===== src/rtl/apb_req_pkg.sv =====
// Shared types and constants for the APB requester and the I2C completer map.
package apb_req_pkg;
  localparam int DEF_ADDR_W = 32;
  localparam int DEF_DATA_W = 32;

  typedef enum logic [1:0] {IDLE, SETUP, ACCESS, RESP} state_e;

  localparam logic [31:0] ADDR_TX  = 32'h0;
  localparam logic [31:0] ADDR_RX  = 32'h4;
  localparam logic [31:0] ADDR_CFG = 32'h8;
  localparam logic [31:0] ADDR_TMO = 32'hC;
endpackage


===== src/rtl/apb_requester_if.sv =====
// Command stream, APB3 bus and response stream of the requester, bundled.
interface apb_requester_if #(
  parameter int ADDR_W = apb_req_pkg::DEF_ADDR_W,
  parameter int DATA_W = apb_req_pkg::DEF_DATA_W
);
  logic              cmd_valid;
  logic              cmd_ready;
  logic              cmd_write;
  logic [ADDR_W-1:0] cmd_addr;
  logic [DATA_W-1:0] cmd_wdata;
  logic              PSELx;
  logic              PENABLE;
  logic              PWRITE;
  logic [ADDR_W-1:0] PADDR;
  logic [DATA_W-1:0] PWDATA;
  logic [DATA_W-1:0] PRDATA;
  logic              PREADY;
  logic              PSLVERR;
  logic              rsp_valid;
  logic              rsp_ready;
  logic [DATA_W-1:0] rsp_rdata;
  logic              rsp_err;
  logic              rsp_timeout;

  modport master (
    input  cmd_valid, cmd_write, cmd_addr, cmd_wdata,
    output cmd_ready,
    output PSELx, PENABLE, PWRITE, PADDR, PWDATA,
    input  PRDATA, PREADY, PSLVERR,
    output rsp_valid, rsp_rdata, rsp_err, rsp_timeout,
    input  rsp_ready
  );

  modport slave (
    output cmd_valid, cmd_write, cmd_addr, cmd_wdata,
    input  cmd_ready,
    input  PSELx, PENABLE, PWRITE, PADDR, PWDATA,
    output PRDATA, PREADY, PSLVERR,
    input  rsp_valid, rsp_rdata, rsp_err, rsp_timeout,
    output rsp_ready
  );
endinterface


===== src/rtl/apb_req_watchdog.sv =====
// Down-counter for the ACCESS timeout: load on SETUP, decrement on each wait cycle.
module apb_req_watchdog #(
  parameter int LOAD = 16
) (
  input  logic clk,
  input  logic rst,
  input  logic load,
  input  logic dec,
  output logic zero
);
  localparam int W = (LOAD > 1) ? $clog2(LOAD) : 1;

  logic [W-1:0] cnt_q;

  // Holds LOAD-1 so that zero is seen during the LOAD-th wait cycle.
  always_ff @(posedge clk) begin
    if (rst)                     cnt_q <= '0;
    else if (load)               cnt_q <= W'(LOAD - 1);
    else if (dec && cnt_q != '0) cnt_q <= cnt_q - 1'b1;
  end

  assign zero = (cnt_q == '0);
endmodule


===== src/rtl/apb_requester.sv =====
// APB3 initiator: one command -> SETUP/ACCESS transfer -> one response.
// Optional ACCESS watchdog enabled by APB_REQ_TIMEOUT_EN.
module apb_requester #(
  parameter int ADDR_W         = apb_req_pkg::DEF_ADDR_W,
  parameter int DATA_W         = apb_req_pkg::DEF_DATA_W,
  parameter int TIMEOUT_CYCLES = 16
) (
  input  logic             PCLK,
  input  logic             PRESET,
  apb_requester_if.master  bus,
  output logic             busy
);
  import apb_req_pkg::*;

  if (TIMEOUT_CYCLES < 1) begin : g_bad_tmo
    $error("TIMEOUT_CYCLES must be >= 1");
  end

  state_e            state_q, state_d;
  logic              accept, done, expired;
  logic              pwrite_q;
  logic [ADDR_W-1:0] paddr_q;
  logic [DATA_W-1:0] pwdata_q;
  logic [DATA_W-1:0] rdata_q;
  logic              err_q;

  assign accept = bus.cmd_valid && bus.cmd_ready;
  assign done   = (state_q == ACCESS) && bus.PREADY;

`ifdef APB_REQ_TIMEOUT_EN
  logic wd_zero;
  logic tmo_q;

  apb_req_watchdog #(.LOAD(TIMEOUT_CYCLES)) u_wd (
    .clk  (PCLK),
    .rst  (PRESET),
    .load (state_q == SETUP),
    .dec  ((state_q == ACCESS) && !bus.PREADY),
    .zero (wd_zero)
  );

  // A PREADY in the expiry cycle takes priority via done.
  assign expired = (state_q == ACCESS) && !bus.PREADY && wd_zero;

  always_ff @(posedge PCLK) begin
    if (PRESET)       tmo_q <= 1'b0;
    else if (done)    tmo_q <= 1'b0;
    else if (expired) tmo_q <= 1'b1;
  end

  assign bus.rsp_timeout = tmo_q;
`else
  assign expired         = 1'b0;
  assign bus.rsp_timeout = 1'b0;
`endif

  always_ff @(posedge PCLK) begin
    if (PRESET) state_q <= IDLE;
    else        state_q <= state_d;
  end

  always_comb begin
    state_d = state_q;
    case (state_q)
      IDLE:    if (accept) state_d = SETUP;
      SETUP:   state_d = ACCESS;
      ACCESS:  if (done || expired) state_d = RESP;
      RESP:    if (bus.rsp_ready) state_d = IDLE;
      default: state_d = IDLE;
    endcase
  end

  always_comb begin
    bus.cmd_ready = (state_q == IDLE) && !PRESET;
    bus.PSELx     = (state_q == SETUP) || (state_q == ACCESS);
    bus.PENABLE   = (state_q == ACCESS);
    bus.rsp_valid = (state_q == RESP);
    busy          = (state_q != IDLE);
  end

  // Address/data registers only move on acceptance, so they hold in IDLE/RESP.
  always_ff @(posedge PCLK) begin
    if (PRESET) begin
      pwrite_q <= 1'b0;
      paddr_q  <= '0;
      pwdata_q <= '0;
      rdata_q  <= '0;
      err_q    <= 1'b0;
    end else begin
      if (accept) begin
        pwrite_q <= bus.cmd_write;
        paddr_q  <= bus.cmd_addr;
        pwdata_q <= bus.cmd_wdata;
      end
      if (done) begin
        rdata_q <= pwrite_q ? '0 : bus.PRDATA;
        err_q   <= bus.PSLVERR;
      end else if (expired) begin
        rdata_q <= '0;
        err_q   <= 1'b1;
      end
    end
  end

  assign bus.PWRITE    = pwrite_q;
  assign bus.PADDR     = paddr_q;
  assign bus.PWDATA    = pwdata_q;
  assign bus.rsp_rdata = rdata_q;
  assign bus.rsp_err   = err_q;
endmodule

===== src/flat_wrapper.sv =====
// flat-port wrapper written by rule: the top's interface ports become plain ports
module apb_requester_flat import apb_req_pkg::*;
#(
  parameter int ADDR_W         = apb_req_pkg::DEF_ADDR_W,
  parameter int DATA_W         = apb_req_pkg::DEF_DATA_W,
  parameter int TIMEOUT_CYCLES = 16
)
  (PCLK, PRESET, busy, bus_cmd_valid, bus_cmd_write, bus_cmd_addr, bus_cmd_wdata, bus_cmd_ready, bus_PSELx, bus_PENABLE, bus_PWRITE, bus_PADDR, bus_PWDATA, bus_PRDATA, bus_PREADY, bus_PSLVERR, bus_rsp_valid, bus_rsp_rdata, bus_rsp_err, bus_rsp_timeout, bus_rsp_ready);
  apb_requester_if #(.ADDR_W(ADDR_W), .DATA_W(DATA_W)) bus_i ();
  input  logic PCLK;
  input  logic PRESET;
  output logic busy;
  input wire logic [$bits(bus_i.cmd_valid)-1:0] bus_cmd_valid;
  input wire logic [$bits(bus_i.cmd_write)-1:0] bus_cmd_write;
  input wire logic [$bits(bus_i.cmd_addr)-1:0] bus_cmd_addr;
  input wire logic [$bits(bus_i.cmd_wdata)-1:0] bus_cmd_wdata;
  output wire logic [$bits(bus_i.cmd_ready)-1:0] bus_cmd_ready;
  output wire logic [$bits(bus_i.PSELx)-1:0] bus_PSELx;
  output wire logic [$bits(bus_i.PENABLE)-1:0] bus_PENABLE;
  output wire logic [$bits(bus_i.PWRITE)-1:0] bus_PWRITE;
  output wire logic [$bits(bus_i.PADDR)-1:0] bus_PADDR;
  output wire logic [$bits(bus_i.PWDATA)-1:0] bus_PWDATA;
  input wire logic [$bits(bus_i.PRDATA)-1:0] bus_PRDATA;
  input wire logic [$bits(bus_i.PREADY)-1:0] bus_PREADY;
  input wire logic [$bits(bus_i.PSLVERR)-1:0] bus_PSLVERR;
  output wire logic [$bits(bus_i.rsp_valid)-1:0] bus_rsp_valid;
  output wire logic [$bits(bus_i.rsp_rdata)-1:0] bus_rsp_rdata;
  output wire logic [$bits(bus_i.rsp_err)-1:0] bus_rsp_err;
  output wire logic [$bits(bus_i.rsp_timeout)-1:0] bus_rsp_timeout;
  input wire logic [$bits(bus_i.rsp_ready)-1:0] bus_rsp_ready;
  assign bus_i.cmd_valid = bus_cmd_valid;
  assign bus_i.cmd_write = bus_cmd_write;
  assign bus_i.cmd_addr = bus_cmd_addr;
  assign bus_i.cmd_wdata = bus_cmd_wdata;
  assign bus_cmd_ready = bus_i.cmd_ready;
  assign bus_PSELx = bus_i.PSELx;
  assign bus_PENABLE = bus_i.PENABLE;
  assign bus_PWRITE = bus_i.PWRITE;
  assign bus_PADDR = bus_i.PADDR;
  assign bus_PWDATA = bus_i.PWDATA;
  assign bus_i.PRDATA = bus_PRDATA;
  assign bus_i.PREADY = bus_PREADY;
  assign bus_i.PSLVERR = bus_PSLVERR;
  assign bus_rsp_valid = bus_i.rsp_valid;
  assign bus_rsp_rdata = bus_i.rsp_rdata;
  assign bus_rsp_err = bus_i.rsp_err;
  assign bus_rsp_timeout = bus_i.rsp_timeout;
  assign bus_i.rsp_ready = bus_rsp_ready;
  apb_requester #(.ADDR_W(ADDR_W), .DATA_W(DATA_W), .TIMEOUT_CYCLES(TIMEOUT_CYCLES)) u_core (.PCLK(PCLK), .PRESET(PRESET), .bus(bus_i), .busy(busy));
endmodule

===== config.mk =====
export PLATFORM = sky130hd
export DESIGN_NAME = apb_requester_flat
export DESIGN_NICKNAME = d
export VERILOG_FILES = /design/src/rtl/apb_req_pkg.sv /design/src/rtl/apb_requester_if.sv /design/src/rtl/apb_req_watchdog.sv /design/src/rtl/apb_requester.sv /design/src/flat_wrapper.sv
export SDC_FILE = /design/constraint.sdc
export NUM_CORES = 1
export LEC_CHECK = 0
export CELL_PAD_IN_SITES_DETAIL_PLACEMENT = 0
export CELL_PAD_IN_SITES_GLOBAL_PLACEMENT = 1
export CORE_MARGIN = 2
export CORE_UTILIZATION = 25
export CTS_CLUSTER_DIAMETER = 200
export CTS_CLUSTER_SIZE = 10
export DETAILED_ROUTE_END_ITERATION = 7
export GPL_ROUTABILITY_DRIVEN = 0
export PLACE_DENSITY = 0.75
export SLEW_MARGIN = 20
export SYNTH_ARGS = -nofsm -noshare
export SYNTH_HDL_FRONTEND = slang
export SYNTH_SLANG_ARGS = --single-unit

===== constraint.sdc =====
create_clock -name PCLK -period 1.6 [get_ports PCLK]
set_input_delay 0.4 -clock PCLK [delete_from_list [all_inputs] [get_ports PCLK]]
set_output_delay 0.4 -clock PCLK [all_outputs]
set_load 0.03 [all_outputs]

==> impl_results.md, run 1 <==
* Largest net degree at the start of global routing at 45
* GR Overflow Total at 0
* Min-delay src: u_core.bus.rsp_rdata[17]
* Pwr/cell area at ~1300 nW/um^2
* Netlist Area Pre-Place at approximately 4000 sq um
* Initial DRT Pass Iterations at 4
* Outcome: finished with violations
* Synth Area in Simple Gates at 24.4%
* CP startpoint kind: flip-flop
* HPWL Detailed at 8910 um
* # rows at 45
* CP Capture Type: output port
* Layout cells sized above 1 at between 15 and 20%
* H-tree levels at 3
* Worst hold slack at about 0.45 ns
* Endpoints failing setup at 1
* Clock latency on the worst-skew pair at approximately 0.34 ns
* Post-Synth XOR/XNOR Area at 0%
* Post-route cell area at 6580 sq um
* Global-route wire length before repair at roughly 19000 um
* Pre-CTS WS at -0.185 ns
* Design Power at 8.59 mW
* Clk buf depth at 2
* Crit path time final at approximately 1.6 ns
* Vias in the first global route at 3703
* Total CTS buffers at 9
* CTS root buf: clkbuf_16
* Synth Area per Inst at 8.70 sq um
* Required @ worst endpoint at 1.20 ns
* RSZ-0062 raised after global routing: true
* Top post-synthesis cells by area: dfxtp_1, nand2_1, o21ai_2, nand4b_1, a21oi_1
* I/O pin count at approximately 210
* Fillcell total at around 1600
* Fin Setup TNS at -0.0108 ns
* Clk pin slew, worst setup/hold paths at approximately 0.06 ns
* Crit path max fanout at 7
* Compound-Gate Fraction of Synth Area at between 10% and 20%
* Violated checks: negative setup slack
* Die area at 16900 sq um
* Via-to-Cell Ratio at 4.37
* Sequential area share after synthesis at between 50% and 60%
* PortBufs at 205
* Synth cell types at 23
* Share of the synthesized area in the top cell type at 50.6%
* Crit path from: u_core.state_q[1]
* Final #Nets at around 770
* Die H at around 130 um
* Largest family of logic cells by synthesized area: simple AND/OR/NAND/NOR gates
* Critical path type: flip-flop to output port
* Routed len/inst at 13.7 um
* N_diodes at 0
* Post-Syn Nets at roughly 560
* HP Class: flip-flop to flip-flop
* Total core area at ~15000 sq um
* Yosys reg bits at 100
* DRT antenna net count at 0
* Clock Sinks at 100
* Vias at around 3800
* Drt first-iter violations at between 100 and 150
* Static leakage at between 2 and 3 nW
* Setup Skew at 0.00594 ns
* Crit path DAT at roughly 1.2 ns
* Final period utilization at 101%
* R2r startpoint: u_core.state_q[0]
* Hold buffer count at cts at 0
* Cells after Synth at 455
* Fin. Hold Viols at 0
* Syn. warnings at 0
* Area Growth Syn to Fin at 66.2%
* Total track usage at 14.1%
* Max Fclk at a little over 0.6 GHz
* Final Max Slew Viols at 0
* Initial core utilization at between 20% and 30%
* Max Cap Violations at 0
* Synth area leader: dfxtp_1
* Initial antenna violation count at 0
* Worst VDD drop at a little over 0.5 mV
* Post-synthesis mux area share at less than 1%
* Routed wire length at ~12000 um
* CTS tree: built
* Placed inst area at around 6300 sq um
* Die X at between 100 and 150 um
* DR DRC count at 0
* Setup ws final at -0.0108 ns
* Adder-Cell Fraction of Synth Area at approximately 1.3%
[routing by layer]
| metal | routed length, um | global-route usage, % | up-vias | share of wire (%) |
|---|---|---|---|---|
| met3 | 1130 | 4.76 | 13 | 9.3 |
| met2 | 5730 | 23.8 | 140 | 48 |
| met1 | 4960 | 16.2 | 1754 | 41 |
| met4 | 223 | 6.07 | 0 | 1.9 |
| met5 | 0 | 0 | - | 0 |
| li1 | - | - | 1928 | - |
[per-stage QoR]
step | std cells | util (%)
floorplan | 455 | -
global placement | 857 | 41.2
detailed placement | 857 | 41.2
CTS | 873 | 42.6
global route | 877 | 43.0
finish | 877 | 43.0
[power breakdown]
group	switching [mW]	total [mW]	internal [mW]
sequential	0.214	3.14	2.93
clock	0.935	2.18	1.24
combinational	1.94	3.26	1.32
total	3.09	8.59	5.49
[worst paths after layout]
kind / end / slack, ns / cells after the start
setup reg to reg: u_core.state_q[0] / 0.09 / 5
hold / removal: u_core.bus.rsp_rdata[17] / 0.45 / 2
setup / recovery: bus_PENABLE / -0.01 / 4
hold reg to reg: u_core.bus.rsp_rdata[17] / 0.45 / 2
[critical path: stages, from the launching register on]
cell and delay [ns]:
dfxtp_2 0.33, buf_6 0.12, ha_4 0.16, buf_12 0.13, buf_8 0.13
[cell usage after synthesis (all sizes together)]
cell	instances
nand2	166
dfxtp	100
o21ai	65
a21oi	33
nand4b	32
buf	27
clkbuf	13
ha	4
inv	4
nor2b	3
and3b	1
conb	1
mux2i	1
nand3	1
nor2	1
nor3	1
o211a	1
or4	1
[what timing repair did]
action,CTS,global route
gates resized for setup,108,8
buffers inserted,1,4
pin swaps,0,2
setup endpoints to repair,101,5
[cell families (layout without fill, tap and decap cells)]
group / after synthesis / count (layout)
buffers and inverters: 44 / 255
DFF: 100 / 100
muxes: 1 / 1
and+or+nand+nor: 206 / 206
other: 1 / 1
adders and majority gates: 4 / 4
AOI/OAI and AO/OA: 99 / 99
[registers in the layout, summed over array words and instances, names as in the netlist]
signal / flops
u_core.state_q: 2
u_core.bus.PWDATA: 32
u_core.bus.PADDR: 32
u_core.bus.PWRITE: 1
u_core.bus.rsp_err: 1
u_core.bus.rsp_rdata: 32
[area by class of cell]
type                    count  area (sq um)  share of cell area [%]
repair buffers            236          2290                    34.7
inverters                   4          17.5                   0.266
multi-input cells         311          1720                    26.1
clock buffers              11           243                    3.69
clock inverters             4          50.0                   0.761
flip-flops and latches    100          2000                    30.5
well taps                 211           264                    4.01
[placed cells by master, fill, tap and decap left out, types with 3 or more instances in the layout]
cell	netlist	routed
nand2_1	161	161
buf_12	0	9
dfxtp_1	100	98
o21ai_1	25	25
nand4b_1	32	32
o21ai_2	40	40
buf_6	8	5
dlygate4sd2_1	0	98
clkdlybuf4s50_1	0	101
nor2b_1	3	3
a21oi_1	33	33
buf_4	3	22
nand2_2	5	5
inv_2	0	3
clkbuf_16	0	9
Note: power is estimated with default switching activity, not from simulation.
==> inputs of run 2 (changes only) <==
--- a/config.mk
+++ b/config.mk
@@ -7,6 +7,7 @@
 export LEC_CHECK = 0
 export CELL_PAD_IN_SITES_DETAIL_PLACEMENT = 0
 export CELL_PAD_IN_SITES_GLOBAL_PLACEMENT = 1
+export CORE_ASPECT_RATIO = 0.75
 export CORE_MARGIN = 2
 export CORE_UTILIZATION = 25
 export CTS_CLUSTER_DIAMETER = 200
@@ -14,7 +15,6 @@
 export DETAILED_ROUTE_END_ITERATION = 7
 export GPL_ROUTABILITY_DRIVEN = 0
 export PLACE_DENSITY = 0.75
-export SLEW_MARGIN = 20
 export SYNTH_ARGS = -nofsm -noshare
 export SYNTH_HDL_FRONTEND = slang
 export SYNTH_SLANG_ARGS = --single-unit
==> run 2 against run 1 <==
  * The run now ends clean
  * Non-clock buffer count fell by 11
  * Fmax up 2.0%
  * Clock skew is 0.00098 ns lower
  * Flip-flop and latch count stayed put
  * First-iteration DRC count is 34% higher
  * Largest cell class unchanged
  * Global-route usage is 0.14 points higher
==> impl_results.md, run 2 (synthesized netlist as in run 1, its figures left out) <==
* Outcome: completed
* Initial core utilization at between 20% and 30%
* Die area at 16900 sq um
* Flop pwr share at approximately 37%
* Placed inst area at around 6200 sq um
* Hold buffer count at cts at 0
* Initial DRT Pass Iterations at 5
* Crit path max fanout at 3
* Total CTS buffers at 9
* Post-route cell area at 6450 sq um
* Net Sw Frac at a little over a third
* Final #Nets at approximately 760
* Worst hold slack at about 0.45 ns
* Vias in the first global route at between 3000 and 4000
* Layout cells sized above 1 at 14.9%
* Clk pin slew, worst setup/hold paths at roughly 0.07 ns
* CP startpoint kind: flip-flop
* Clock Sinks at 100
* HPWL Detailed at approximately 8700 um
* Worst VDD drop at around 0.57 mV
* H-tree levels at 3
* Max Cap Violations at 0
* Crit path max-delay cell type: dfxtp_2
* Area Growth Syn to Fin at 63.0%
* Crit path max-delay family: flip-flops
* Setup Skew at around 0.005 ns
* PortBufs at a little over 200
* Fillcell total at 1579
* R2R depth at 6
* Max Fclk at 0.633 GHz
* Commonest cells after routing, fill and taps aside: nand2_1, clkdlybuf4s50_1, dlygate4sd2_1, dfxtp_1, o21ai_2
* Die H at approximately 110 um
* CTS tree: built
* Total track usage at approximately 14%
* Routed len/inst at around 14 um
* Endpoints failing setup at 0
* Final period utilization at about 100%
* Die X at 149 um
* # rows at 39
* Crit path time final at 1.58 ns
* Required @ worst endpoint at roughly 1.2 ns
* Final Max Slew Viols at 0
* Crit path DAT at about 1.2 ns
* I/O pin count at 207
* Crit-path max cell delay at 0.34 ns
* Vias at approximately 3800
* Largest net degree at the start of global routing at 55
* Most common cell after layout, fill and taps aside: nand2_1
* Critical path type: flip-flop to output port
* Static leakage at 2.75 nW
* Via-to-Cell Ratio at ~4.4
* Switching Power at between 3 and 4 mW
* Clk buf depth at 2
* CP Capture Type: output port
* Initial antenna violation count at 0
* N_diodes at 0
* CP Cell Sequence: inv_4, ha_4, inv_2, nor2_1, buf_4
* Clock latency on the worst-skew pair at around 0.34 ns
* HP Class: flip-flop to flip-flop
* Worst path bufs/invs at 3
* CTS root buf: clkbuf_16
* Total core area at approximately 15000 sq um
* Combinational power share at a little over a third
* Hold path cells at 2
* Post-route insts no fill at 861
* Routed wire length at between 10000 and 15000 um
* Clock power share at a little over a quarter
* Pwr/cell area at approximately 1300 nW/um^2
* Worst reg-to-reg setup slack at 0.06 ns
* Placed instance count at approximately 840
* Drt first-iter violations at between 150 and 200
* DRT antenna net count at 0
* Global-route wire length before repair at 19100 um
* Crit. path cell count at 5
* Fin Setup TNS at 0 ns
* DR DRC count at 0
* Pint at roughly 5.4 mW
* Fin. Hold Viols at 0
* RSZ-0062 raised after global routing: true
* Design Power at 8.46 mW
* GR Overflow Total at 0
[run 2: repair_timing]
item | in CTS | in global routing
endpoints found under the setup margin | 101 | 6
gates resized for setup | 107 | 6
pin swaps | 2 | 1
setup buffers | 3 | 0
[run 2: path summary, 6_finish.rpt]
path / from / to
setup reg to reg: u_core.state_q[0] / u_core.state_q[0]
setup / recovery: u_core.state_q[0] / bus_cmd_ready
hold / removal: u_core.bus.rsp_rdata[8] / u_core.bus.rsp_rdata[8]
hold reg to reg: u_core.bus.rsp_rdata[8] / u_core.bus.rsp_rdata[8]
[run 2: worst register-to-register path: cells and delay by family (launching register included)]
| kind | cells | cell delay, ns |
|---|---|---|
| AOI/OAI and AO/OA | 1 | 0.14 |
| adders and majority gates | 1 | 0.16 |
| buffers and inverters | 2 | 0.19 |
| DFF | 1 | 0.35 |
| and+or+nand+nor | 2 | 0.60 |
[run 2: per-layer routing]
layer | vias to the layer above | GRT usage [%] | wire, um
met5 | - | 0 | 0
met4 | 0 | 4.63 | 172
met3 | 13 | 4.64 | 844
met2 | 118 | 22.9 | 5500
met1 | 1749 | 18.0 | 5640
li1 | 1916 | - | -
[run 2: layout make-up]
cell class | instances | area (sq um) | area share (%)
Clock inverter | 6 | 63.8 | 0.989
Inverter | 4 | 17.5 | 0.272
Clock buffer | 10 | 239 | 3.70
Timing Repair Buffer | 225 | 2150 | 33.4
Tap cell | 205 | 256 | 3.98
Multi-Input combinational cell | 311 | 1720 | 26.6
Sequential cell | 100 | 2000 | 31.1
[run 2: stage by stage]
stage          worst slack [ns]  utilization, %
2_1_floorplan            0.0379               -
3_3_place_gp             -0.194            40.3
3_5_place_dp             -0.238            40.3
4_1_cts                -0.00589            41.8
5_1_grt                 -0.0452            42.0
6_report                 0.0201            42.0
[run 2: power by group through the flow]
stage / Sequential, mW / Combinational (mW) / Clock [mW]
5_1_grt: 3.21 / 3.30 / 2.40
4_1_cts: 3.14 / 3.09 / 2.31
2_1_floorplan: 4.02 / 1.07 / 0
6_report: 3.14 / 3.10 / 2.22
3_5_place_dp: 3.21 / 3.28 / 0
3_3_place_gp: 3.19 / 3.26 / 0
